===== src/rtl/pc_pkg.sv =====
// Shared types and default constants for the program-counter unit.
package pc_pkg;

    localparam int unsigned ADDR_W_DEF      = 32;
    localparam int unsigned INSTR_BYTES_DEF = 4;
    localparam logic [31:0] RESET_VEC_DEF   = 32'h0040_0000;
    localparam logic [31:0] EXC_VEC_DEF     = 32'h8000_0180;

    typedef enum logic [1:0] {
        ST_BOOT = 2'd0,
        ST_RUN  = 2'd1,
        ST_HOLD = 2'd2
    } pc_state_e;

    // Action chosen by the next-PC selector for the coming edge.
    typedef enum logic [2:0] {
        SEL_KEEP = 3'd0,
        SEL_SEQ  = 3'd1,
        SEL_EXC  = 3'd2,
        SEL_LOAD = 3'd3,
        SEL_PEND = 3'd4
    } pc_sel_e;

endpackage


===== src/rtl/pc_if.sv =====
// Control/fetch-side bus of the program-counter unit.
interface pc_if #(
    parameter int unsigned ADDR_W = 32
);
    logic              stall_i;
    logic              br_valid_i;
    logic [ADDR_W-1:0] br_target_i;
    logic              eret_i;
    logic              exc_valid_i;
    logic [ADDR_W-1:0] exc_pc_i;
    logic [ADDR_W-1:0] pc_o;
    logic              pc_valid_o;
    logic [ADDR_W-1:0] epc_o;
    logic              redirect_o;
    logic              misalign_o;

    modport master (
        output stall_i, br_valid_i, br_target_i, eret_i, exc_valid_i, exc_pc_i,
        input  pc_o, pc_valid_o, epc_o, redirect_o, misalign_o
    );

    modport slave (
        input  stall_i, br_valid_i, br_target_i, eret_i, exc_valid_i, exc_pc_i,
        output pc_o, pc_valid_o, epc_o, redirect_o, misalign_o
    );
endinterface


===== src/rtl/pc_next_sel.sv =====
// Priority selection of the next-PC action plus alignment check of the
// target that action would load or capture.
module pc_next_sel
    import pc_pkg::*;
#(
    parameter int unsigned ADDR_W      = ADDR_W_DEF,
    parameter int unsigned INSTR_BYTES = INSTR_BYTES_DEF
) (
    input  pc_state_e         i_state,
    input  logic              i_stall,
    input  logic              i_br_valid,
    input  logic [ADDR_W-1:0] i_br_target,
    input  logic              i_eret,
    input  logic              i_exc_valid,
    input  logic [ADDR_W-1:0] i_epc,
    input  logic [ADDR_W-1:0] i_pend,
    output pc_sel_e           o_sel,
    output logic [ADDR_W-1:0] o_tgt,
    output logic              o_tgt_misalign
);

    localparam logic [ADDR_W-1:0] ALIGN_MASK = ADDR_W'(INSTR_BYTES - 1);

    logic              w_redir;
    logic [ADDR_W-1:0] w_new_tgt;

    // eret outranks a simultaneous branch
    assign w_redir   = i_eret | i_br_valid;
    assign w_new_tgt = i_eret ? i_epc : i_br_target;

    always_comb begin
        o_sel = SEL_KEEP;
        o_tgt = w_new_tgt;
        unique case (i_state)
            ST_RUN: begin
                if (i_exc_valid)                o_sel = SEL_EXC;
                else if (i_stall && w_redir)    o_sel = SEL_PEND;
                else if (i_stall)               o_sel = SEL_KEEP;
                else if (w_redir)               o_sel = SEL_LOAD;
                else                            o_sel = SEL_SEQ;
            end
            ST_HOLD: begin
                if (i_exc_valid)                o_sel = SEL_EXC;
                else if (i_stall && w_redir)    o_sel = SEL_PEND;
                else if (i_stall)               o_sel = SEL_KEEP;
                else begin
                    // release edge: the buffered target wins, fresh br/eret dropped
                    o_sel = SEL_LOAD;
                    o_tgt = i_pend;
                end
            end
            default: o_sel = SEL_KEEP;
        endcase
    end

    assign o_tgt_misalign = |(o_tgt & ALIGN_MASK);

endmodule


===== src/rtl/pc_unit.sv =====
// Program-counter unit: next-PC selection, stall hold with one pending
// redirect, EPC capture and misaligned-target trapping.
module pc_unit
    import pc_pkg::*;
#(
    parameter int unsigned ADDR_W      = ADDR_W_DEF,
    parameter logic [31:0] RESET_VEC   = RESET_VEC_DEF,
    parameter logic [31:0] EXC_VEC     = EXC_VEC_DEF,
    parameter int unsigned INSTR_BYTES = INSTR_BYTES_DEF
) (
    input  logic clk,
    input  logic reset,
    pc_if.slave  bus
);

    localparam logic [ADDR_W-1:0] RESET_PC = ADDR_W'(RESET_VEC);
    localparam logic [ADDR_W-1:0] EXC_PC   = ADDR_W'(EXC_VEC);
    localparam logic [ADDR_W-1:0] PC_INC   = ADDR_W'(INSTR_BYTES);

    pc_state_e         r_state;
    logic [ADDR_W-1:0] r_pc;
    logic [ADDR_W-1:0] r_epc;
    logic [ADDR_W-1:0] r_pend;
    logic              r_pc_valid;
    logic              r_redirect;
    logic              r_misalign;

    pc_state_e         w_state_nxt;
    logic [ADDR_W-1:0] w_pc_nxt;
    logic [ADDR_W-1:0] w_epc_nxt;
    logic [ADDR_W-1:0] w_pend_nxt;
    logic              w_pc_valid_nxt;
    logic              w_redirect_nxt;
    logic              w_misalign_nxt;

    pc_sel_e           w_sel;
    logic [ADDR_W-1:0] w_tgt;
    logic              w_tgt_misalign;

    pc_next_sel #(
        .ADDR_W      (ADDR_W),
        .INSTR_BYTES (INSTR_BYTES)
    ) u_next_sel (
        .i_state        (r_state),
        .i_stall        (bus.stall_i),
        .i_br_valid     (bus.br_valid_i),
        .i_br_target    (bus.br_target_i),
        .i_eret         (bus.eret_i),
        .i_exc_valid    (bus.exc_valid_i),
        .i_epc          (r_epc),
        .i_pend         (r_pend),
        .o_sel          (w_sel),
        .o_tgt          (w_tgt),
        .o_tgt_misalign (w_tgt_misalign)
    );

    always_ff @(posedge clk or negedge reset) begin
        if (!reset) begin
            r_state    <= ST_BOOT;
            r_pc       <= RESET_PC;
            r_epc      <= '0;
            r_pend     <= '0;
            r_pc_valid <= 1'b0;
            r_redirect <= 1'b0;
            r_misalign <= 1'b0;
        end else begin
            r_state    <= w_state_nxt;
            r_pc       <= w_pc_nxt;
            r_epc      <= w_epc_nxt;
            r_pend     <= w_pend_nxt;
            r_pc_valid <= w_pc_valid_nxt;
            r_redirect <= w_redirect_nxt;
            r_misalign <= w_misalign_nxt;
        end
    end

    always_comb begin
        w_state_nxt    = r_state;
        w_pc_nxt       = r_pc;
        w_epc_nxt      = r_epc;
        w_pend_nxt     = r_pend;
        w_pc_valid_nxt = r_pc_valid;
        w_redirect_nxt = 1'b0;
        w_misalign_nxt = 1'b0;

        if (r_state == ST_BOOT) begin
            // first fetch is the reset vector itself
            w_state_nxt    = ST_RUN;
            w_pc_valid_nxt = 1'b1;
        end else begin
            unique case (w_sel)
                SEL_SEQ: w_pc_nxt = r_pc + PC_INC;
                SEL_EXC: begin
                    w_pc_nxt       = EXC_PC;
                    w_epc_nxt      = bus.exc_pc_i;
                    w_redirect_nxt = 1'b1;
                    w_pend_nxt     = '0;
                    w_state_nxt    = ST_RUN;
                end
                SEL_PEND: begin
                    w_pend_nxt  = w_tgt;
                    w_state_nxt = ST_HOLD;
                end
                SEL_LOAD: begin
                    w_redirect_nxt = 1'b1;
                    w_pend_nxt     = '0;
                    w_state_nxt    = ST_RUN;
                    if (w_tgt_misalign) begin
                        w_pc_nxt       = EXC_PC;
                        w_epc_nxt      = r_pc;
                        w_misalign_nxt = 1'b1;
                    end else begin
                        w_pc_nxt = w_tgt;
                    end
                end
                default: ;
            endcase
        end
    end

    assign bus.pc_o       = r_pc;
    assign bus.pc_valid_o = r_pc_valid;
    assign bus.epc_o      = r_epc;
    assign bus.redirect_o = r_redirect;
    assign bus.misalign_o = r_misalign;

endmodule


===== src/flat_wrapper.sv =====
// flat-port wrapper written by rule: the top's interface ports become plain ports
module pc_unit_flat import pc_pkg::*;
#(
    parameter int unsigned ADDR_W      = ADDR_W_DEF,
    parameter logic [31:0] RESET_VEC   = RESET_VEC_DEF,
    parameter logic [31:0] EXC_VEC     = EXC_VEC_DEF,
    parameter int unsigned INSTR_BYTES = INSTR_BYTES_DEF
)
  (clk, reset, bus_stall_i, bus_br_valid_i, bus_br_target_i, bus_eret_i, bus_exc_valid_i, bus_exc_pc_i, bus_pc_o, bus_pc_valid_o, bus_epc_o, bus_redirect_o, bus_misalign_o);
  pc_if #(.ADDR_W(ADDR_W)) bus_i ();
  input  logic clk;
  input  logic reset;
  input wire logic [$bits(bus_i.stall_i)-1:0] bus_stall_i;
  input wire logic [$bits(bus_i.br_valid_i)-1:0] bus_br_valid_i;
  input wire logic [$bits(bus_i.br_target_i)-1:0] bus_br_target_i;
  input wire logic [$bits(bus_i.eret_i)-1:0] bus_eret_i;
  input wire logic [$bits(bus_i.exc_valid_i)-1:0] bus_exc_valid_i;
  input wire logic [$bits(bus_i.exc_pc_i)-1:0] bus_exc_pc_i;
  output wire logic [$bits(bus_i.pc_o)-1:0] bus_pc_o;
  output wire logic [$bits(bus_i.pc_valid_o)-1:0] bus_pc_valid_o;
  output wire logic [$bits(bus_i.epc_o)-1:0] bus_epc_o;
  output wire logic [$bits(bus_i.redirect_o)-1:0] bus_redirect_o;
  output wire logic [$bits(bus_i.misalign_o)-1:0] bus_misalign_o;
  assign bus_i.stall_i = bus_stall_i;
  assign bus_i.br_valid_i = bus_br_valid_i;
  assign bus_i.br_target_i = bus_br_target_i;
  assign bus_i.eret_i = bus_eret_i;
  assign bus_i.exc_valid_i = bus_exc_valid_i;
  assign bus_i.exc_pc_i = bus_exc_pc_i;
  assign bus_pc_o = bus_i.pc_o;
  assign bus_pc_valid_o = bus_i.pc_valid_o;
  assign bus_epc_o = bus_i.epc_o;
  assign bus_redirect_o = bus_i.redirect_o;
  assign bus_misalign_o = bus_i.misalign_o;
  pc_unit #(.ADDR_W(ADDR_W), .RESET_VEC(RESET_VEC), .EXC_VEC(EXC_VEC), .INSTR_BYTES(INSTR_BYTES)) u_core (.clk(clk), .reset(reset), .bus(bus_i));
endmodule

===== config.mk =====
export PLATFORM = sky130hd
export DESIGN_NAME = pc_unit_flat
export DESIGN_NICKNAME = d
export VERILOG_FILES = /design/src/rtl/pc_pkg.sv /design/src/rtl/pc_if.sv /design/src/rtl/pc_next_sel.sv /design/src/rtl/pc_unit.sv /design/src/flat_wrapper.sv
export SDC_FILE = /design/constraint.sdc
export NUM_CORES = 1
export LEC_CHECK = 0
export ABC_AREA = 0
export BUFFER_PORTS_ARGS = -buffer_cell sky130_fd_sc_hd__buf_2
export CORE_MARGIN = 2
export CORE_UTILIZATION = 50
export CTS_BUF_LIST = sky130_fd_sc_hd__clkbuf_4
export DETAILED_ROUTE_END_ITERATION = 16
export PLACE_DENSITY = 0.85
export SYNTH_ARGS = -nofsm -noshare
export SYNTH_HDL_FRONTEND = slang
export SYNTH_SLANG_ARGS = --single-unit

===== constraint.sdc =====
create_clock -name clk -period 2.44 [get_ports clk]
set_input_delay 0.244 -clock clk [delete_from_list [all_inputs] [get_ports clk]]
set_output_delay 0.244 -clock clk [all_outputs]
set_load 0.02 [all_outputs]

==> results of run 1 <==
[metrics by stage]
stage          std cells  util [%]  setup slack, ns  setup TNS, ns  hold slack, ns
2_1_floorplan        627         -            0.143              0         -0.0516
3_3_place_gp         893      61.2            0.143              0          0.0769
3_5_place_dp         893      61.2           0.0953              0          0.0789
4_1_cts              910      62.4           0.0525              0          0.0555
5_1_grt              910      62.7          -0.0275         -0.138          0.0740
6_report             910      62.7           0.0766              0          0.0683
[layout make-up]
| class | count | area (sq um) | area share (%) |
|---|---|---|---|
| Multi-Input combinational cell | 474 | 2960 | 43.2 |
| Tap cell | 140 | 175 | 2.56 |
| Timing Repair Buffer | 173 | 1050 | 15.3 |
| Clock buffer | 10 | 75.1 | 1.10 |
| Sequential cell | 101 | 2530 | 36.9 |
| Inverter | 6 | 22.5 | 0.329 |
| Clock inverter | 6 | 45.0 | 0.657 |
[Yosys cell counts (3+ instances only)]
cell | count | area, sq um
nor3_1 | 5 | 25.0
mux2i_1 | 33 | 330
o21a_1 | 4 | 30.0
and4_1 | 3 | 26.3
o211ai_1 | 33 | 248
clkbuf_1 | 28 | 105
ha_1 | 4 | 50.1
a21oi_1 | 11 | 55.1
mux2_2 | 31 | 349
o21ai_0 | 54 | 270
nand4_1 | 9 | 56.3
o311ai_1 | 7 | 61.3
dfrtp_1 | 100 | 2500
buf_2 | 14 | 70.1
or4_1 | 5 | 37.5
nand3_1 | 53 | 265
nand2_1 | 142 | 533
nor2_1 | 17 | 63.8
inv_1 | 6 | 22.5
o311ai_0 | 8 | 70.1
a31oi_1 | 4 | 25.0
and2_1 | 9 | 56.3
[routing by layer]
layer	global-route usage [%]	part of all wire (%)
met1	35.5	44
met2	43.8	49
met3	3.62	6.1
met4	7.83	1.4
met5	0	0
[flip-flops by register name (all words and copies together), names as in the netlist]
name and count:
u_core.bus.pc_o 32, u_core.r_pend 32, u_core.bus.redirect_o 1, u_core.bus.pc_valid_o 1
u_core.r_state 2, u_core.bus.misalign_o 1, u_core.bus.epc_o 32
[final timing paths]
check | startpoint | to | depth (start not counted)
worst max-delay path | u_core.r_state[0]$_DFFE_PN0P_ | u_core.bus.epc_o[16]$_DFFE_PN0P_ | 8
worst min-delay path | bus_br_target_i[19] | u_core.r_pend[19]$_DFFE_PN0P_ | 3
worst max register to register | u_core.r_state[0]$_DFFE_PN0P_ | u_core.bus.epc_o[16]$_DFFE_PN0P_ | 8
worst min register to register | u_core.bus.pc_valid_o$_DFFE_PN0P_ | u_core.bus.pc_valid_o$_DFFE_PN0P_ | 1
max in group asynchronous | reset | u_core.r_pend[10]$_DFFE_PN0P_ | 3
min in group asynchronous | reset | u_core.bus.pc_o[1]$_DFFE_PN0P_ | 2
[layout by cell type, fill, tap and decap left out, types with 5 or more instances in the layout]
cell type	n
or4_1	5
inv_1	6
o211ai_1	33
o21ai_0	54
mux2i_1	33
o311ai_1	7
clkbuf_4	10
nand3_1	53
nand2_1	142
buf_4	29
buf_12	6
nand4_1	9
mux2_2	31
o311ai_0	8
nor3_1	5
a21oi_1	11
buf_2	135
dfrtp_1	100
nor2_1	16
and2_1	9
[power by group]
part / total (mW) / leakage [nW] / internal [mW] / switching [mW]
Sequential: 2.99 / 1.29 / 2.38 / 0.616
Clock: 0.827 / 0.0715 / 0.231 / 0.595
Combinational: 4.29 / 1.94 / 1.78 / 2.50
Total: 8.11 / 3.30 / 4.39 / 3.72
[cell families (layout without fill, tap and decap cells)]
logic type	Yosys count	after routing	synth area share, %
AO/OA/AOI/OAI	140	140	16.2
XOR/XNOR	2	2	0.309
adder cells (fa/ha/maj)	4	4	0.882
buffers and inverters	52	195	4.01
flip-flops	101	101	44.6
multiplexers	66	66	12.4
AND/OR/NAND/NOR	262	262	21.7
[what timing repair did]
item,in CTS,in global routing
buffers inserted,0,0
resized for setup,0,6
endpoints found under the setup margin,0,42
hold endpoints to repair,100,0
hold buffers,1,0
[worst min-delay path, delay by kind of cell]
kind                   cells  cell delay, ns
multiplexers               1            0.07
AO/OA/AOI/OAI              1            0.14
buffers and inverters      1            0.07
==> results.txt, run 1 <==
status = finished clean
Setup Skew = 0.0252 ns
row count = 38
synthesized flop and latch total = 101
max capacitance violation total = 0
Die W = 111 um
Warnings, synthesis = 0
global route total overflow = 0
critical path, cell by cell = inv_1 > ha_1 > nor3b_1 > o21a_1 > a32oi_1 > nor2_4 > buf_12 > mux2_2
filler instances = 934
CP max stage delay = 0.41 ns
Mapped Area = 5680 sq um
Final #Nets = 839
register-to-register setup slack = 0.08 ns
vias in the first global route = 5249
CTS tree = yes
Avg Cell Area, Syn = 9.05 sq um
Final Slew Violations = 0
first-pass GRT wire length = 26400 um
Pleak = 3.30 nW
Final period util = 96.9%
Fmax = 0.423 GHz
synth unique cells = 58
slowest cell on the critical path = dfrtp_1
startpoint types = register
Post-DRT Antenna Nets = 0
syn nets = 701
# IOs = 137
setup violators final = 0
Worst Setup End Kind = register
clk root buf = clkbuf_4
register area share after synthesis = 44.6%
total track usage = 26.2%
DRC viols = 0
Placement Cell Area = 6690 sq um
CTS sink count = 101
Slew HR = 63.4%
Clock Path Buffers = 2
Initial Util = 51.9%
gp weighted congestion = 0.889
Die ar. = 12200 sq um
Syn-to-layout area delta = 20.7%
Hold Crit Class = in -> reg
routed wire length = 15900 um
peak supply drop = 650 uV
Buf/Inv on CP = 2
Finished Cell Area = 6850 sq um
asr flop ratio synth = 100%
initial antenna violation count = 0
Tightest Pin Transition = 0.548 ns
minimum clock period = 2.36 ns
H-tree Lvls = 3
final hold vios = 0
cells after synthesis = 627
total power draw = 8.11 mW
Vias = 5356
family with the most delay on the worst path = simple AND/OR/NAND/NOR gates
share of cells above drive strength 1 = 30.3%
Most used DFF post-synth = dfrtp_1
WL per Instance = 17.5 um
CTS clock-pin slew for the worst setup and hold paths = 0.17 ns
Detailed Route Iter0 Violations = 282
Chip Height = 111 um
via/cell ratio = 5.89
Crit Path Max Fanout = 17
total CTS buffers = 9
core area = 10900 sq um
detailed placement HPWL = 11600 um
largest net degree at the start of global routing = 54
Power Density = 1180 nW/um^2
critical path class = reg -> reg
n_diodes = 0
Worst EP arrival = 2.73 ns
CP required = 2.81 ns
IO buf count = 136
DRT Pass-1 Iters = 5
number of synthesized flops with an enable pin = 0
clock latency on the worst-skew pair = 0.48 ns
Note: power is estimated with default switching activity, not from simulation.
==> inputs of run 2 (changes only) <==
--- a/config.mk
+++ b/config.mk
@@ -14,4 +14,5 @@
 export PLACE_DENSITY = 0.85
 export SYNTH_ARGS = -nofsm -noshare
 export SYNTH_HDL_FRONTEND = slang
+export SYNTH_HIERARCHICAL = 1
 export SYNTH_SLANG_ARGS = --single-unit
==> run 2 against run 1 <==
  * Sequential power fell by 1%
  * Total power is 7.5% higher
  * Area after synthesis decreased by 0.31%
  * Non-clock buffer count grew 8
  * Design area rose by 1.9%
  * Combinational power up 14%
  * Clock-buffer cell count is the same
  * Register-to-register slack lost 0.07 ns
  * Setup slack worse by 0.074 ns
  * Clock power grew 8.1%
  * Clock skew down 0.0078 ns
  * Via count is 5.5% higher
==> results.txt, run 2 <==
status = finished clean
register area share after synthesis = 44.7% (+0.14 points)
initial antenna violation count = 0 (unchanged)
final hold vios = 0 (unchanged)
DRC viols = 0 (unchanged)
Worst EP arrival = 2.78 ns (+0.05 ns)
reg2reg start = u_core/r_state[0]$_DFFE_PN0P_
total power draw = 8.71 mW (+7.5%)
total track usage = 26.1% (-0.053 points)
total CTS buffers = 9 (unchanged)
WL per Instance = 17.0 um (-2.8%)
H-tree Lvls = 3 (unchanged)
peak supply drop = 882 uV (+36%)
clock latency on the worst-skew pair = 0.46 ns (-0.02 ns)
largest net degree at the start of global routing = 62 (+15%)
Chip Height = 110 um (-0.15%)
critical path depth = 12 (+4)
routed wire length = 16300 um (+2.5%)
Warnings, synthesis = 6 (+6)
syn nets = 745 (+6.3%)
critical path class = reg -> reg
Pleak = 3.30 nW (about the same)
Die ar. = 12200 sq um (-0.30%)
family with the most delay on the worst path = simple AND/OR/NAND/NOR gates
post-synthesis adder-cell area fraction = 0.663% (-0.22 points)
R2R Path End = u_core/bus.pc_o[28]$_DFFE_PN0P_
Tightest Pin Transition = 0.730 ns (+0.182 ns)
DRT Pass-1 Iters = 5 (unchanged)
Setup Skew = 0.0174 ns (-0.00780 ns)
Crit Path Max Fanout = 16 (-1)
gp weighted congestion = 0.896 (+0.79%)
Power Density = 1250 nW/um^2 (+5.5%)
largest family of logic cells by synthesized area = simple AND/OR/NAND/NOR gates
RSZ-0062 raised after global routing = true
reg2reg path depth = 12 (+4)
Syn-to-layout area delta = 23.4%
area fraction in compound gates after synthesis = 19.2% (+3.0 points)
CTS sink count = 101 (unchanged)
hold_sp = bus_exc_pc_i[10]
Post-Layout Cell Count = 960 (+5.5%)
# IOs = 137 (unchanged)
share of cells above drive strength 1 = 27.3% (-2.9 points)
Synth Area in XOR/XNOR = 0% (-0.31 points)
Met1 Wirelength = 6770 um (-2.5%)
most frequent cells in the layout = 135 x buf_2, 122 x nand2_1, 100 x dfrtp_1
Most used DFF post-synth = dfrtp_1
Vias = 5650 (+5.5%)
filler instances = 936 (+0.21%)
global route total overflow = 0 (unchanged)
Final Slew Violations = 0 (unchanged)
CTS clock-pin slew for the worst setup and hold paths = 0.16 ns (about the same)
Detailed Route Iter0 Violations = 464 (+65%)
slowest cell on the critical path = or3_1
Worst Setup End Kind = register
Clock Path Buffers = 2 (unchanged)
Mapped Area = 5660 sq um (-0.31%)
Initial Util = 51.7% (-0.16 points)
Slew HR = 51.3% (-12 points)
CP max stage delay = 0.40 ns (about the same)
largest area contributor in the netlist = dfrtp_1
startpoint types = register
asr flop ratio synth = 100% (unchanged)
synthesized flop and latch total = 101 (unchanged)
Final period util = 99.9% (+3.0 points)
vias in the first global route = 5093 (-3.0%)
register-to-register setup slack = 0.003 ns (-0.07 ns)
Post-DRT Antenna Nets = 0 (unchanged)
commonest non-fill, non-tap cell in the layout = buf_2
n_diodes = 0 (unchanged)
core area = 10900 sq um (unchanged)
Highest Signal Layer = met4
minimum clock period = 2.44 ns (+0.0739 ns)
via/cell ratio = 5.89 (about the same)
max capacitance violation total = 0 (unchanged)
metal2 WL = 7960 um (+2.8%)
Placed Cells incl. Taps = 937 (+4.9%)
count leader, synth = nand2_1
first-pass GRT wire length = 24800 um (-6.2%)
Yosys top cell area share = 44.2% (+0.14 points)
Hold Crit Class = in -> reg
post-synthesis mux area share = 11.0% (-1.4 points)
setup violators final = 0 (unchanged)
cells after synthesis = 672 (+7.2%)
CP required = 2.78 ns (-0.03 ns)
Fmax = 0.410 GHz (-3.0%)
IO buf count = 136 (unchanged)
Setup WS post-layout = 0.00271 ns (-0.0739 ns)
Endpoint, Worst Hold = u_core/bus.epc_o[10]$_DFFE_PN0P_
Buf/Inv on CP = 3 (+1)
critical path, cell by cell = inv_1 > ha_1 > or3_1 > a21oi_2 > nor2_2 > nor2b_2 > buf_6 > and2_4 > buf_12 > and3_1 > a21oi_1 > o311ai_1
Simple-Gate Fraction of Synth Area = 20.0% (-1.7 points)
Die W = 110 um (-0.15%)
main area contributors after synthesis = dfrtp_1 44%, mux2i_1 11%, o21ai_0 8.2%, nand2_1 8.2%, a21oi_1 5.9%
clk root buf = clkbuf_4
row count = 38 (unchanged)
Final #Nets = 888 (+5.8%)
pre-CTS setup slack = -0.0727 ns (-0.168 ns)
Avg Cell Area, Syn = 8.42 sq um (-7.0%)
met3 wire length = 1300 um (+34%)
WHS Path Cells = 3 (unchanged)
Post-synth top cells = 123 x nand2_1, 100 x dfrtp_1, 93 x o21ai_0
CTS tree = yes
synth unique cells = 56 (-3.4%)
number of synthesized flops with an enable pin = 0 (unchanged)
detailed placement HPWL = 10900 um (-5.9%)
[run 2: changes by cell type in the layout (fill, tap and decap cells not counted), sizes merged, moves of 7 or more]
cell	change
nor2	+40
nand2	-19
mux2	-31
nand3	-42
a21oi	+57
o311ai	-12
o21ai	+43
nor4	+7
o211ai	-33
and2	-8
mux2i	+27
[run 2: cell families after synthesis]
kind of cell	after synthesis
fa+ha+maj	3
mux	62
compound gates	198
buf+inv	59
flops	101
simple gates	249
[run 2: how the worst max path moves through the flow]
stage	to	from
global route	u_core/bus.epc_o[21]$_DFFE_PN0P_	u_core/r_state[0]$_DFFE_PN0P_
finish	u_core/bus.pc_o[28]$_DFFE_PN0P_	u_core/r_state[0]$_DFFE_PN0P_
floorplan	u_core/bus.epc_o[11]$_DFFE_PN0P_	u_core/r_state[0]$_DFFE_PN0P_
CTS	u_core/bus.epc_o[4]$_DFFE_PN0P_	u_core/r_state[0]$_DFFE_PN0P_
detailed placement	u_core/bus.epc_o[4]$_DFFE_PN0P_	u_core/r_state[0]$_DFFE_PN0P_
global placement	u_core/bus.epc_o[10]$_DFFE_PN0P_	u_core/r_state[0]$_DFFE_PN0P_
[run 2: through the flow]
stage | instance area [sq um] | util, % | hold WS, ns | setup TNS [ns]
5_1_grt | 6980 | 63.8 | 0.0615 | -2.02
3_5_place_dp | 6650 | 60.8 | 0.345 | -0.416
4_1_cts | 6830 | 62.4 | 0.0551 | -0.0184
2_1_floorplan | 5660 | - | -0.0516 | -0.000275
3_3_place_gp | 6650 | 60.8 | 0.342 | 0
6_report | 6980 | 63.8 | 0.0654 | 0
[run 2: where the power goes]
group          internal [mW]  switching (mW)  total (mW)
registers               2.35           0.598        2.95
logic                   1.75            3.12        4.87
clock network          0.323           0.571       0.894
total                   4.43            4.29        8.71
[run 2: worst min-delay path, delay by kind of cell]
kind	cells	cell delay, ns
AO/OA/AOI/OAI	2	0.18
buffers and inverters	1	0.08
[run 2: area by class of cell]
class / count / area [sq um] / share of cell area (%)
sequential: 101 / 2530 / 36.2
clock buffer: 10 / 75.1 / 1.08
tap: 140 / 175 / 2.51
timing repair buffer: 181 / 1120 / 16.0
multi-input combinational: 513 / 2980 / 42.7
inverter: 9 / 33.8 / 0.484
clock inverter: 6 / 63.8 / 0.914
[run 2: layer usage]
layer / GRT usage (%) / vias to the layer above
met4: 7.95 / 0
li1: - / 2664
met5: 0 / -
met3: 4.00 / 28
met2: 43.9 / 288
met1: 35.0 / 2670
[run 2: what timing repair did]
| action | 4_1_cts | 5_1_grt |
|---|---|---|
| gates cloned | 1 | 2 |
| buffers inserted | 0 | 3 |
| setup endpoints to repair | 19 | 90 |
| resized for setup | 4 | 27 |
| hold buffers | 1 | 0 |
| hold endpoints to repair | 50 | 0 |
| pin swaps | 1 | 2 |
==> inputs of run 3 (changes only) <==
--- a/config.mk
+++ b/config.mk
@@ -11,7 +11,9 @@
 export CORE_UTILIZATION = 50
 export CTS_BUF_LIST = sky130_fd_sc_hd__clkbuf_4
 export DETAILED_ROUTE_END_ITERATION = 16
-export PLACE_DENSITY = 0.85
+export MAX_ROUTING_LAYER = met4
+export PLACE_DENSITY = 0.82
+export SLEW_MARGIN = 20
 export SYNTH_ARGS = -nofsm -noshare
 export SYNTH_HDL_FRONTEND = slang
 export SYNTH_HIERARCHICAL = 1
==> constraint.sdc (replaced) <==
create_clock -name clk -period 3.1 [get_ports clk]
set_input_delay 0.31 -clock clk [delete_from_list [all_inputs] [get_ports clk]]
set_output_delay 0.31 -clock clk [all_outputs]
set_load 0.02 [all_outputs]
==> run 3 against run 2 <==
  * Sequential power shrank 20%
  * Non-clock buffer count shrank 21
  * Setup slack gained 0.21 ns
  * First-iteration DRC count shrank 8.2%
  * Design area shrank 4.7%
  * Clock-buffer cell count is the same
  * Register-to-register slack gained 0.21 ns
  * Die area is the same
==> results.txt, run 3 (synthesis gave the netlist of run 2 again) <==
routed wire length = 15400 um (-5.3%)
Post-Layout Cell Count = 937 (-2.4%)
clock network power share = 11.0% (+0.7 points)
setup TNS = 0 ns (unchanged)
CP required = 3.47 ns (+0.69 ns)
peak supply drop = 896 uV (+1.5%)
Fmax = 0.347 GHz (-15%)
Die W = 110 um (unchanged)
Syn-to-layout area delta = 17.6%
status = finished clean
Power Density = 975 nW/um^2 (-22%)
CTS sink count = 101 (unchanged)
H-tree Lvls = 3 (unchanged)
startpoint types = register
critical path class = reg -> reg
Worst EP arrival = 3.25 ns (+0.47 ns)
global route total overflow = 0 (unchanged)
core area = 10900 sq um (unchanged)
family with the most delay on the worst path = simple AND/OR/NAND/NOR gates
CTS clock-pin slew for the worst setup and hold paths = 0.16 ns (about the same)
WL per Instance = 16.5 um (-3.0%)
pre-CTS setup slack = 0.331 ns (+0.404 ns)
initial antenna violation count = 0 (unchanged)
WHS Path Cells = 3 (unchanged)
Final period util = 93.0% (-6.9 points)
largest net degree at the start of global routing = 65 (+4.8%)
Initial Util = 51.7% (unchanged)
filler instances = 939 (+0.32%)
Detailed Route Iter0 Violations = 426 (-8.2%)
IO buf count = 136 (unchanged)
Chip Height = 110 um (unchanged)
internal power = 3.25 mW (-27%)
via/cell ratio = 5.90 (+0.22%)
Pleak = 3.15 nW (-4.6%)
Setup crit start = u_core/r_state[0]$_DFFE_PN0P_
DRT Pass-1 Iters = 5 (unchanged)
CTS tree = yes
commonest non-fill, non-tap cell in the layout = buf_2
Multi-input gate area = 2900 sq um (-2.8%)
share of cells above drive strength 1 = 23.8% (-3.5 points)
Final Slew Violations = 0 (unchanged)
Tightest Pin Transition = 0.775 ns (+0.0452 ns)
Clock Path Buffers = 2 (unchanged)
Vias = 5527 (-2.2%)
register-to-register setup slack = 0.22 ns (+0.21 ns)
most frequent cells in the layout = 135 x buf_2, 122 x nand2_1, 100 x dfrtp_1
post-cts sizing count = 0 (-4)
Crit Path Max Fanout = 17 (+1)
Placement Cell Area = 6510 sq um (-2.2%)
reg2reg start = u_core/r_state[0]$_DFFE_PN0P_
Setup Skew = 0.0125 ns (-0.00485 ns)
total CTS buffers = 9 (unchanged)
CP max stage delay = 0.62 ns (+0.22 ns)
minimum clock period = 2.88 ns (+0.447 ns)
clock latency on the worst-skew pair = 0.44 ns (-0.02 ns)
reg2reg path depth = 10 (-2)
register share of total power = 36.2% (+2.4 points)
Buf/Inv on CP = 2 (-1)
row count = 38 (unchanged)
max capacitance violation total = 0 (unchanged)
vias in the first global route = 5148 (+1.1%)
Die ar. = 12200 sq um (unchanged)
gp weighted congestion = 0.872 (-2.7%)
total track usage = 26.7% (+0.59 points)
Endpoint, Worst Hold = u_core/bus.epc_o[12]$_DFFE_PN0P_
sequential cell area = 2530 sq um (unchanged)
postcts setup bufs = 0 (unchanged)
Setup WS post-layout = 0.216 ns (+0.213 ns)
slowest cell on the critical path = and2_1
first-pass GRT wire length = 24700 um (-0.14%)
# IOs = 137 (unchanged)
Final #Nets = 866 (-2.5%)
critical path, cell by cell = inv_1 > ha_1 > o21bai_1 > nor2_1 > nor2b_2 > and2_1 > buf_4 > nand2_1 > o31a_1 > o22ai_1
Post-DRT Antenna Nets = 0 (unchanged)
Placed Cells incl. Taps = 921 (-1.7%)
setup violators final = 0 (unchanged)
Finished Cell Area = 6650 sq um (-4.7%)
Psw = 3.24 mW (-24%)
RSZ-0062 raised after global routing = false
DRC viols = 0 (unchanged)
final hold vios = 0 (unchanged)
Comb power frac = 52.8% (-3.1 points)
detailed placement HPWL = 10900 um (-0.11%)
n_diodes = 0 (unchanged)
Worst Setup End Kind = register
hold_sp = bus_exc_pc_i[12]
Slew HR = 48.3% (-3.0 points)
Hold Crit Class = in -> reg
clk root buf = clkbuf_4
R2R Path End = u_core/bus.pc_o[30]$_DFFE_PN0P_
sw frac = 49.9% (+0.73 points)
[run 3: routing by layer]
layer  vias up  track usage [%]  wire length [um]
met1      2675             33.9              6450
met4         0             7.41               217
met3        28             3.82               986
met5         -                -                 0
met2       218             45.0              7760
li1       2606                -                 -
[run 3: how the worst max path moves through the flow]
stage	end	slack (ns)	cells after the start
finish	u_core/bus.pc_o[30]$_DFFE_PN0P_	0.22	10
global route	u_core/bus.pc_o[30]$_DFFE_PN0P_	0.11	10
detailed placement	u_core/bus.pc_o[30]$_DFFE_PN0P_	0.33	10
floorplan	u_core/bus.epc_o[11]$_DFFE_PN0P_	0.45	11
CTS	u_core/bus.pc_o[30]$_DFFE_PN0P_	0.30	10
global placement	u_core/bus.pc_o[30]$_DFFE_PN0P_	0.47	10
[run 3: metrics by stage]
stage	power (mW)	hold slack, ns	util, %
after floorplan	4.61	0.0144	-
after global placement	5.56	0.432	59.5
after detailed placement	5.76	0.440	59.5
after CTS	6.46	0.142	60.8
after global routing	7.00	0.151	60.8
final	6.49	0.154	60.8
[run 3: power by group through the flow]
stage	clock (mW)	sequential, mW	combinational [mW]
finish	0.711	2.35	3.42
global route	0.771	2.42	3.81
CTS	0.721	2.35	3.40
detailed placement	0	2.38	3.39
global placement	0	2.32	3.24
floorplan	0	2.68	1.93
[run 3: timing repair]
action / 4_1_cts / 5_1_grt
hold buffers: 1 / 0
setup endpoints to repair: 0 / 0
hold endpoints to repair: 59 / 0
[run 3: worst min-delay path, cell delays in order]
cell	delay, ns
buf_2	0.07
mux2i_1	0.05
a21oi_1	0.13
[run 3: cell type report]
| class | instances | area share (%) |
|---|---|---|
| multi-input cells | 512 | 43.6 |
| flip-flops and latches | 101 | 38.0 |
| repair buffers | 160 | 13.2 |
| well taps | 140 | 2.63 |
| clock buffers | 10 | 1.13 |
| clock inverters | 5 | 0.903 |
| inverters | 9 | 0.508 |
